==> src/rtl/cdce62005_spi_responder_if.sv <==
// Serial configuration bus between a CDCE62005 configuration master and the
// responder that emulates the clock chip. The master drives clock, latch
// enable and data; the responder drives readback data.
interface cdce62005_spi_responder_if;
    logic spi_clk;
    logic spi_le;
    logic spi_mosi;
    logic spi_miso;

    modport master (
        output spi_clk,
        output spi_le,
        output spi_mosi,
        input  spi_miso
    );

    modport slave (
        input  spi_clk,
        input  spi_le,
        input  spi_mosi,
        output spi_miso
    );
endinterface

==> src/rtl/cdce62005_spi_responder.sv <==
// CDCE62005 register-file emulator on the serial configuration bus.
// All bus pins are oversampled on clk. 32-bit LSB-first frames are framed by
// LE and committed on its rising edge. Address 4'hE arms a readback that is
// returned on spi_miso during the following frame.
module cdce62005_spi_responder #(
    parameter int NUM_REGS    = 9,
    parameter int SYNC_STAGES = 2
) (
    input  logic                       clk,
    input  logic                       rst_n,
    cdce62005_spi_responder_if.slave   spi,
    input  logic [3:0]                 dbg_addr,
    output logic [27:0]                dbg_data,
    output logic                       frame_valid,
    output logic [31:0]                frame_word,
    output logic                       eeprom_cmd,
    output logic                       frame_err
);

    typedef enum logic [1:0] {
        IDLE,
        SHIFT,
        COMMIT
    } state_t;

    localparam logic [4:0] NREG = 5'(NUM_REGS);

    state_t state, next_state;

    logic [SYNC_STAGES-1:0] clk_sync, le_sync, mosi_sync;
    logic        clk_dly, le_dly;
    logic        sclk_s, le_s, mosi_s;
    logic        sclk_rise, sclk_fall, le_rise, le_fall;

    logic [31:0] rx;
    logic [5:0]  bit_cnt;
    logic [27:0] regs [NUM_REGS];
    logic        read_pending;
    logic [3:0]  rd_addr;
    logic        rb_frame;
    logic [31:0] tx_shift;
    logic [31:0] tx_load;
    logic        tx_active;
    logic [4:0]  tx_cnt;

    assign sclk_s    = clk_sync[SYNC_STAGES-1];
    assign le_s      = le_sync[SYNC_STAGES-1];
    assign mosi_s    = mosi_sync[SYNC_STAGES-1];
    assign sclk_rise = sclk_s & ~clk_dly;
    assign sclk_fall = ~sclk_s & clk_dly;
    assign le_rise   = le_s & ~le_dly;
    assign le_fall   = ~le_s & le_dly;

    assign spi.spi_miso = tx_active & tx_shift[0];

    // Bring the asynchronous bus pins into the clk domain and keep one extra
    // stage of clock and LE history for edge detection.
    always_ff @(posedge clk or negedge rst_n) begin
        if (!rst_n) begin
            clk_sync  <= '0;
            le_sync   <= '0;
            mosi_sync <= '0;
            clk_dly   <= 1'b0;
            le_dly    <= 1'b0;
        end else begin
            clk_sync  <= {clk_sync[SYNC_STAGES-2:0], spi.spi_clk};
            le_sync   <= {le_sync[SYNC_STAGES-2:0], spi.spi_le};
            mosi_sync <= {mosi_sync[SYNC_STAGES-2:0], spi.spi_mosi};
            clk_dly   <= sclk_s;
            le_dly    <= le_s;
        end
    end

    // Frame state register.
    always_ff @(posedge clk or negedge rst_n) begin
        if (!rst_n) state <= IDLE;
        else        state <= next_state;
    end

    // Frame sequencing: LE fall opens a frame, LE rise closes it.
    always_comb begin
        next_state = state;
        case (state)
            IDLE:    if (le_fall) next_state = SHIFT;
            SHIFT:   if (le_rise) next_state = COMMIT;
            COMMIT:  next_state = IDLE;
            default: next_state = IDLE;
        endcase
    end

    // Readback word for the armed address; unimplemented addresses read zero.
    always_comb begin
        tx_load = {28'h0, rd_addr};
        if ({1'b0, rd_addr} < NREG) tx_load = {regs[rd_addr], rd_addr};
    end

    // Local readout of one register's data field.
    always_comb begin
        dbg_data = 28'h0;
        if ({1'b0, dbg_addr} < NREG) dbg_data = regs[dbg_addr];
    end

    // Shift, readback and commit datapath; registers only change in COMMIT.
    always_ff @(posedge clk or negedge rst_n) begin
        if (!rst_n) begin
            rx           <= '0;
            bit_cnt      <= '0;
            for (int i = 0; i < NUM_REGS; i++) regs[i] <= '0;
            frame_word   <= '0;
            frame_valid  <= 1'b0;
            eeprom_cmd   <= 1'b0;
            frame_err    <= 1'b0;
            read_pending <= 1'b0;
            rd_addr      <= '0;
            rb_frame     <= 1'b0;
            tx_shift     <= '0;
            tx_active    <= 1'b0;
            tx_cnt       <= '0;
        end else begin
            frame_valid <= 1'b0;
            eeprom_cmd  <= 1'b0;
            frame_err   <= 1'b0;
            case (state)
                IDLE: begin
                    if (le_fall) begin
                        bit_cnt  <= '0;
                        rb_frame <= read_pending;
                        if (read_pending) begin
                            tx_shift  <= tx_load;
                            tx_active <= 1'b1;
                            tx_cnt    <= '0;
                        end
                    end
                end
                SHIFT: begin
                    if (!le_rise) begin
                        if (sclk_rise) begin
                            rx <= {mosi_s, rx[31:1]};
                            if (bit_cnt != 6'd33) bit_cnt <= bit_cnt + 6'd1;
                        end
                        if (sclk_fall && tx_active) begin
                            tx_shift <= {1'b0, tx_shift[31:1]};
                            tx_cnt   <= tx_cnt + 5'd1;
                            if (tx_cnt == 5'd31) tx_active <= 1'b0;
                        end
                    end
                end
                COMMIT: begin
                    tx_active <= 1'b0;
                    rb_frame  <= 1'b0;
                    if (bit_cnt == 6'd32) begin
                        if (rb_frame) begin
                            read_pending <= 1'b0;
                        end else begin
                            frame_word  <= rx;
                            frame_valid <= 1'b1;
                            if (rx[3:0] == 4'hE) begin
                                read_pending <= 1'b1;
                                rd_addr      <= rx[7:4];
                            end else if (rx[3:0] == 4'hF) begin
                                eeprom_cmd <= 1'b1;
                            end else if ({1'b0, rx[3:0]} < NREG) begin
                                regs[rx[3:0]] <= rx[31:4];
                            end
                        end
                    end else if (bit_cnt != 6'd0) begin
                        frame_err <= 1'b1;
                    end
                end
                default: ;
            endcase
        end
    end

endmodule
==> src/flat_wrapper.sv <==
// flat-port wrapper written by rule: the top's interface ports become plain ports
module cdce62005_spi_responder_flat 
#(
    parameter int NUM_REGS    = 9,
    parameter int SYNC_STAGES = 2
)
  (clk, rst_n, dbg_addr, dbg_data, frame_valid, frame_word, eeprom_cmd, frame_err, spi_spi_clk, spi_spi_le, spi_spi_mosi, spi_spi_miso);
  cdce62005_spi_responder_if spi_i ();
  input  logic clk;
  input  logic rst_n;
  input  logic [3:0] dbg_addr;
  output logic [27:0] dbg_data;
  output logic frame_valid;
  output logic [31:0] frame_word;
  output logic eeprom_cmd;
  output logic frame_err;
  input wire logic [$bits(spi_i.spi_clk)-1:0] spi_spi_clk;
  input wire logic [$bits(spi_i.spi_le)-1:0] spi_spi_le;
  input wire logic [$bits(spi_i.spi_mosi)-1:0] spi_spi_mosi;
  output wire logic [$bits(spi_i.spi_miso)-1:0] spi_spi_miso;
  assign spi_i.spi_clk = spi_spi_clk;
  assign spi_i.spi_le = spi_spi_le;
  assign spi_i.spi_mosi = spi_spi_mosi;
  assign spi_spi_miso = spi_i.spi_miso;
  cdce62005_spi_responder #(.NUM_REGS(NUM_REGS), .SYNC_STAGES(SYNC_STAGES)) u_core (.clk(clk), .rst_n(rst_n), .spi(spi_i), .dbg_addr(dbg_addr), .dbg_data(dbg_data), .frame_valid(frame_valid), .frame_word(frame_word), .eeprom_cmd(eeprom_cmd), .frame_err(frame_err));
endmodule
==> config.mk <==
export PLATFORM = sky130hd
export DESIGN_NAME = cdce62005_spi_responder_flat
export DESIGN_NICKNAME = d
export VERILOG_FILES = /design/src/rtl/cdce62005_spi_responder_if.sv /design/src/rtl/cdce62005_spi_responder.sv /design/src/flat_wrapper.sv
export SDC_FILE = /design/constraint.sdc
export NUM_CORES = 1
export LEC_CHECK = 0
export CORE_ASPECT_RATIO = 1.5
export CORE_MARGIN = 2
export CORE_UTILIZATION = 53
export DETAILED_ROUTE_END_ITERATION = 6
export HOLD_SLACK_MARGIN = 0.1
export PLACE_DENSITY = 0.78
export SETUP_SLACK_MARGIN = 0.05
export SLEW_MARGIN = 40
export SYNTH_ARGS = -nofsm -noshare
export SYNTH_HDL_FRONTEND = slang
export SYNTH_SLANG_ARGS = --single-unit
==> constraint.sdc <==
create_clock -name clk -period 2.39 [get_ports clk]
set_clock_uncertainty 0.1 [all_clocks]
set_input_delay 0.239 -clock clk [delete_from_list [all_inputs] [get_ports clk]]
set_output_delay 0.239 -clock clk [all_outputs]
set_load 0.02 [all_outputs]
==> results_dict.tcl <==
set metrics [dict create \
    worst_skew_pair.late_latency_ns 0.54 \
    crit_type "reg2reg" \
    comb_power_share_pct 12.0 \
    ys_seq_elements 379 \
    cp_slowest_cell "dfrtp_1" \
    drtIter0Drc 1181 \
    ys_types 54 \
    wl_per_cell_microns 26.9 \
    place.gp.congestion 0.835 \
    synth_most_common_cell "dfrtp_1" \
    dp_cells 1777 \
    crit_required_ns 2.70 \
    syn_inst 1316 \
    crit_top_cell "buf_12" \
    cts_sinks 379 \
    postSynthAreaPerCell_sq_um 14.1 \
    port_buffers 72 \
    dr.pass1.iters 7 \
    power.total_mw 14.6 \
    synthTopCellsByCount "379 x dfrtp_1, 316 x mux2_2, 86 x mux4_2, 73 x mux2i_1, 67 x o21ai_0" \
    path_cells "inv_2, ha_4, nor4b_4, and2_4, and2b_2, and4b_4, buf_12, buf_12, mux2_4" \
    cts_inserted_buffers 36 \
    whs_ns 0.219 \
    powerDensity_mw_per_mm2 677 \
    power_switching_mw 3.85 \
    worst-endpoint-arrival_ns 2.66 \
    hpwl_microns 30500 \
    seq_power_share_pct 46.8 \
    yosys_warnings 0 \
    synth.largest_area_cell "dfrtp_1" \
    die_area_sq_mm 0.0364 \
    async_flop_share_pct 100 \
    start_kind "register" \
    synth_area_leaders "dfrtp_1 51%, mux2_2 19%, mux4_2 10%" \
    n_antenna_cell 0 \
    cts_tree "built" \
    die_y_microns 233 \
    htree_levels 2 \
    stdcell_count 1858 \
    fmax_mhz 425 \
    setup_viol 0 \
    maxSlewHeadroom_pct 47.0 \
    power_frac_clock_pct 41.2 \
    synth_top_cell_area_share_pct 51.3 \
    grt_max_degree 107 \
    hold_path_class "in2async" \
    finalHoldViolCount 0 \
    final_max_slew_viol_count 0 \
    vdd_drop_max_uv 441 \
    grtUsageTotal_pct 27.8 \
    tns_ns 0 \
    multi_input_area_sq_mm 0.00854 \
    max_stage_delay_ns 0.39 \
    drive_gt1_share_pct 44.0 \
    detail-route-antenna-nets 0 \
    internal_power_mw 10.8 \
    power_leakage_nw 10.1 \
    fillers 2477 \
    syn_to_final_growth_pct 16.9 \
    synth_nets 1333 \
    drcViolationCount 0 \
    synth_edf_count 0 \
    cts.clk_slew.worst_paths_ns 0.06 \
    end_kind "register" \
    design_area_sq_mm 0.0216 \
    start_util_pct 54.0 \
    worst_slew_pin_slew_ns 0.795 \
    netlist_area_sq_mm 0.0185 \
    grt_pass1_wl_microns 76100 \
    ys.flop_type "dfrtp_1" \
    vias_per_cell 6.60 \
    ios 73 \
    die_x_microns 157 \
    cts_root_buf "clkbuf_16" \
    rsz0062_at_grt "true" \
    num_vias 12300 \
    ctsLongestPathBuffers 3 \
    period_minus_slack_ns 2.35 \
    coreArea_sq_mm 0.0343 \
    status "complete, no violations" \
    period_share_pct 98.4 \
    seqCellArea_sq_mm 0.00949 \
    maxCapViolations 0 \
    ys_seq_area_share_pct 51.3 \
    final_nets 1424 \
    wirelength_microns 49900 \
    grt_overflow 0 \
    cp_max_fo 7 \
    antenna_found_initial 0 \
    dpl_cell_area_sq_mm 0.0202 \
    swShare_pct 26.3 \
    rows 83 \
    grt_pass1_vias 12900 \
]
[worst paths after layout]
path	start	slack (ns)	depth (start not counted)	endpoint
min in group clk	u_core.clk_sync[0]	0.25	0	u_core.clk_sync[1]
max in group asynchronous	rst_n	1.38	3	u_core.regs[187]
min reg2reg	u_core.clk_sync[0]	0.25	0	u_core.clk_sync[1]
max	u_core.bit_cnt[1]	0.04	9	u_core.regs[25]
min	rst_n	0.22	3	u_core.frame_word[15]
max reg2reg	u_core.bit_cnt[1]	0.04	9	u_core.regs[25]
[cell type report]
class	count	share of cell area, %
inverters	16	0.278
well taps	425	2.46
clock inverters	12	0.781
flip-flops and latches	379	43.9
clock buffers	52	4.91
multi-input cells	806	39.5
repair buffers	168	8.24
[routing by layer]
metal / share of wire (%) / track usage, %
met5: 0 / 0
met4: 6.0 / 13.6
met3: 6.3 / 4.62
met2: 50 / 46.7
met1: 38 / 35.1
[sequential cells by signal, summed over array words and instances, names as in the netlist, 2 cells and up]
register	flops
u_core.bit_cnt	6
u_core.clk_sync	2
u_core.frame_word	32
u_core.le_sync	2
u_core.mosi_sync	2
u_core.rd_addr	4
u_core.regs	252
u_core.rx	32
u_core.state	2
u_core.tx_cnt	5
u_core.tx_shift	32
[cells by family (layout without fill, tap and decap cells)]
group | Yosys count | in the layout | share of synthesized area [%]
muxes | 495 | 495 | 35.3
DFF | 379 | 379 | 51.3
AOI/OAI and AO/OA | 172 | 172 | 5.94
buffers and inverters | 131 | 248 | 3.25
and+or+nand+nor | 128 | 128 | 3.58
adders and majority gates | 8 | 8 | 0.541
xor gates and xnor gates | 3 | 3 | 0.142
[cells in the final DEF, fill, tap and decap left out, types with 5 or more instances in the layout]
cell type,instances
o22ai_1,25
inv_1,14
dfrtp_1,377
a2bb2oi_1,8
mux4_2,86
a21oi_1,24
a222oi_1,9
o21ai_0,62
clkdlybuf4s50_1,40
clkbuf_16,39
and3_1,9
a22o_1,11
nor2_1,13
nand3_1,10
buf_2,16
clkbuf_8,8
clkbuf_1,7
mux2i_1,72
nand2_1,56
buf_4,59
ha_1,6
clkinv_2,5
o32a_1,6
mux2_4,28
buf_12,31
clkbuf_2,11
a22oi_1,9
o21ai_1,5
mux2_2,308
[critical path, delay by kind of cell (launching register included)]
kind / cells / cell delay [ns]
DFF: 1 / 0.39
and+or+nand+nor: 4 / 0.95
buffers and inverters: 3 / 0.35
adders and majority gates: 1 / 0.12
muxes: 1 / 0.31
[through the flow]
stage / utilization (%) / worst slack [ns]
final: 63.1 / 0.0390
after detailed placement: 58.9 / -0.233
after global placement: 58.9 / -0.208
after floorplan: - / 0.147
after global routing: 63.1 / -0.0379
after CTS: 63.1 / -0.124
[power groups by stage]
| stage | logic [mW] | registers, mW | clock network (mW) |
|---|---|---|---|
| floorplan | 1.03 | 6.81 | 0 |
| global placement | 1.61 | 6.95 | 0 |
| detailed placement | 1.68 | 6.96 | 0 |
| CTS | 1.71 | 6.84 | 6.11 |
| global route | 1.92 | 6.88 | 6.34 |
| finish | 1.76 | 6.85 | 6.03 |
[what timing repair did]
item                                   in CTS  in global routing
gates resized for setup                   103                 63
endpoints found under the hold margin     382                  0
hold buffers                                5                  0
buffers inserted                            4                  4
setup endpoints to repair                  53                 95
cloned                                      3                  2
pin swaps                                   1                  2
Power figures use the tool's default switching activity.
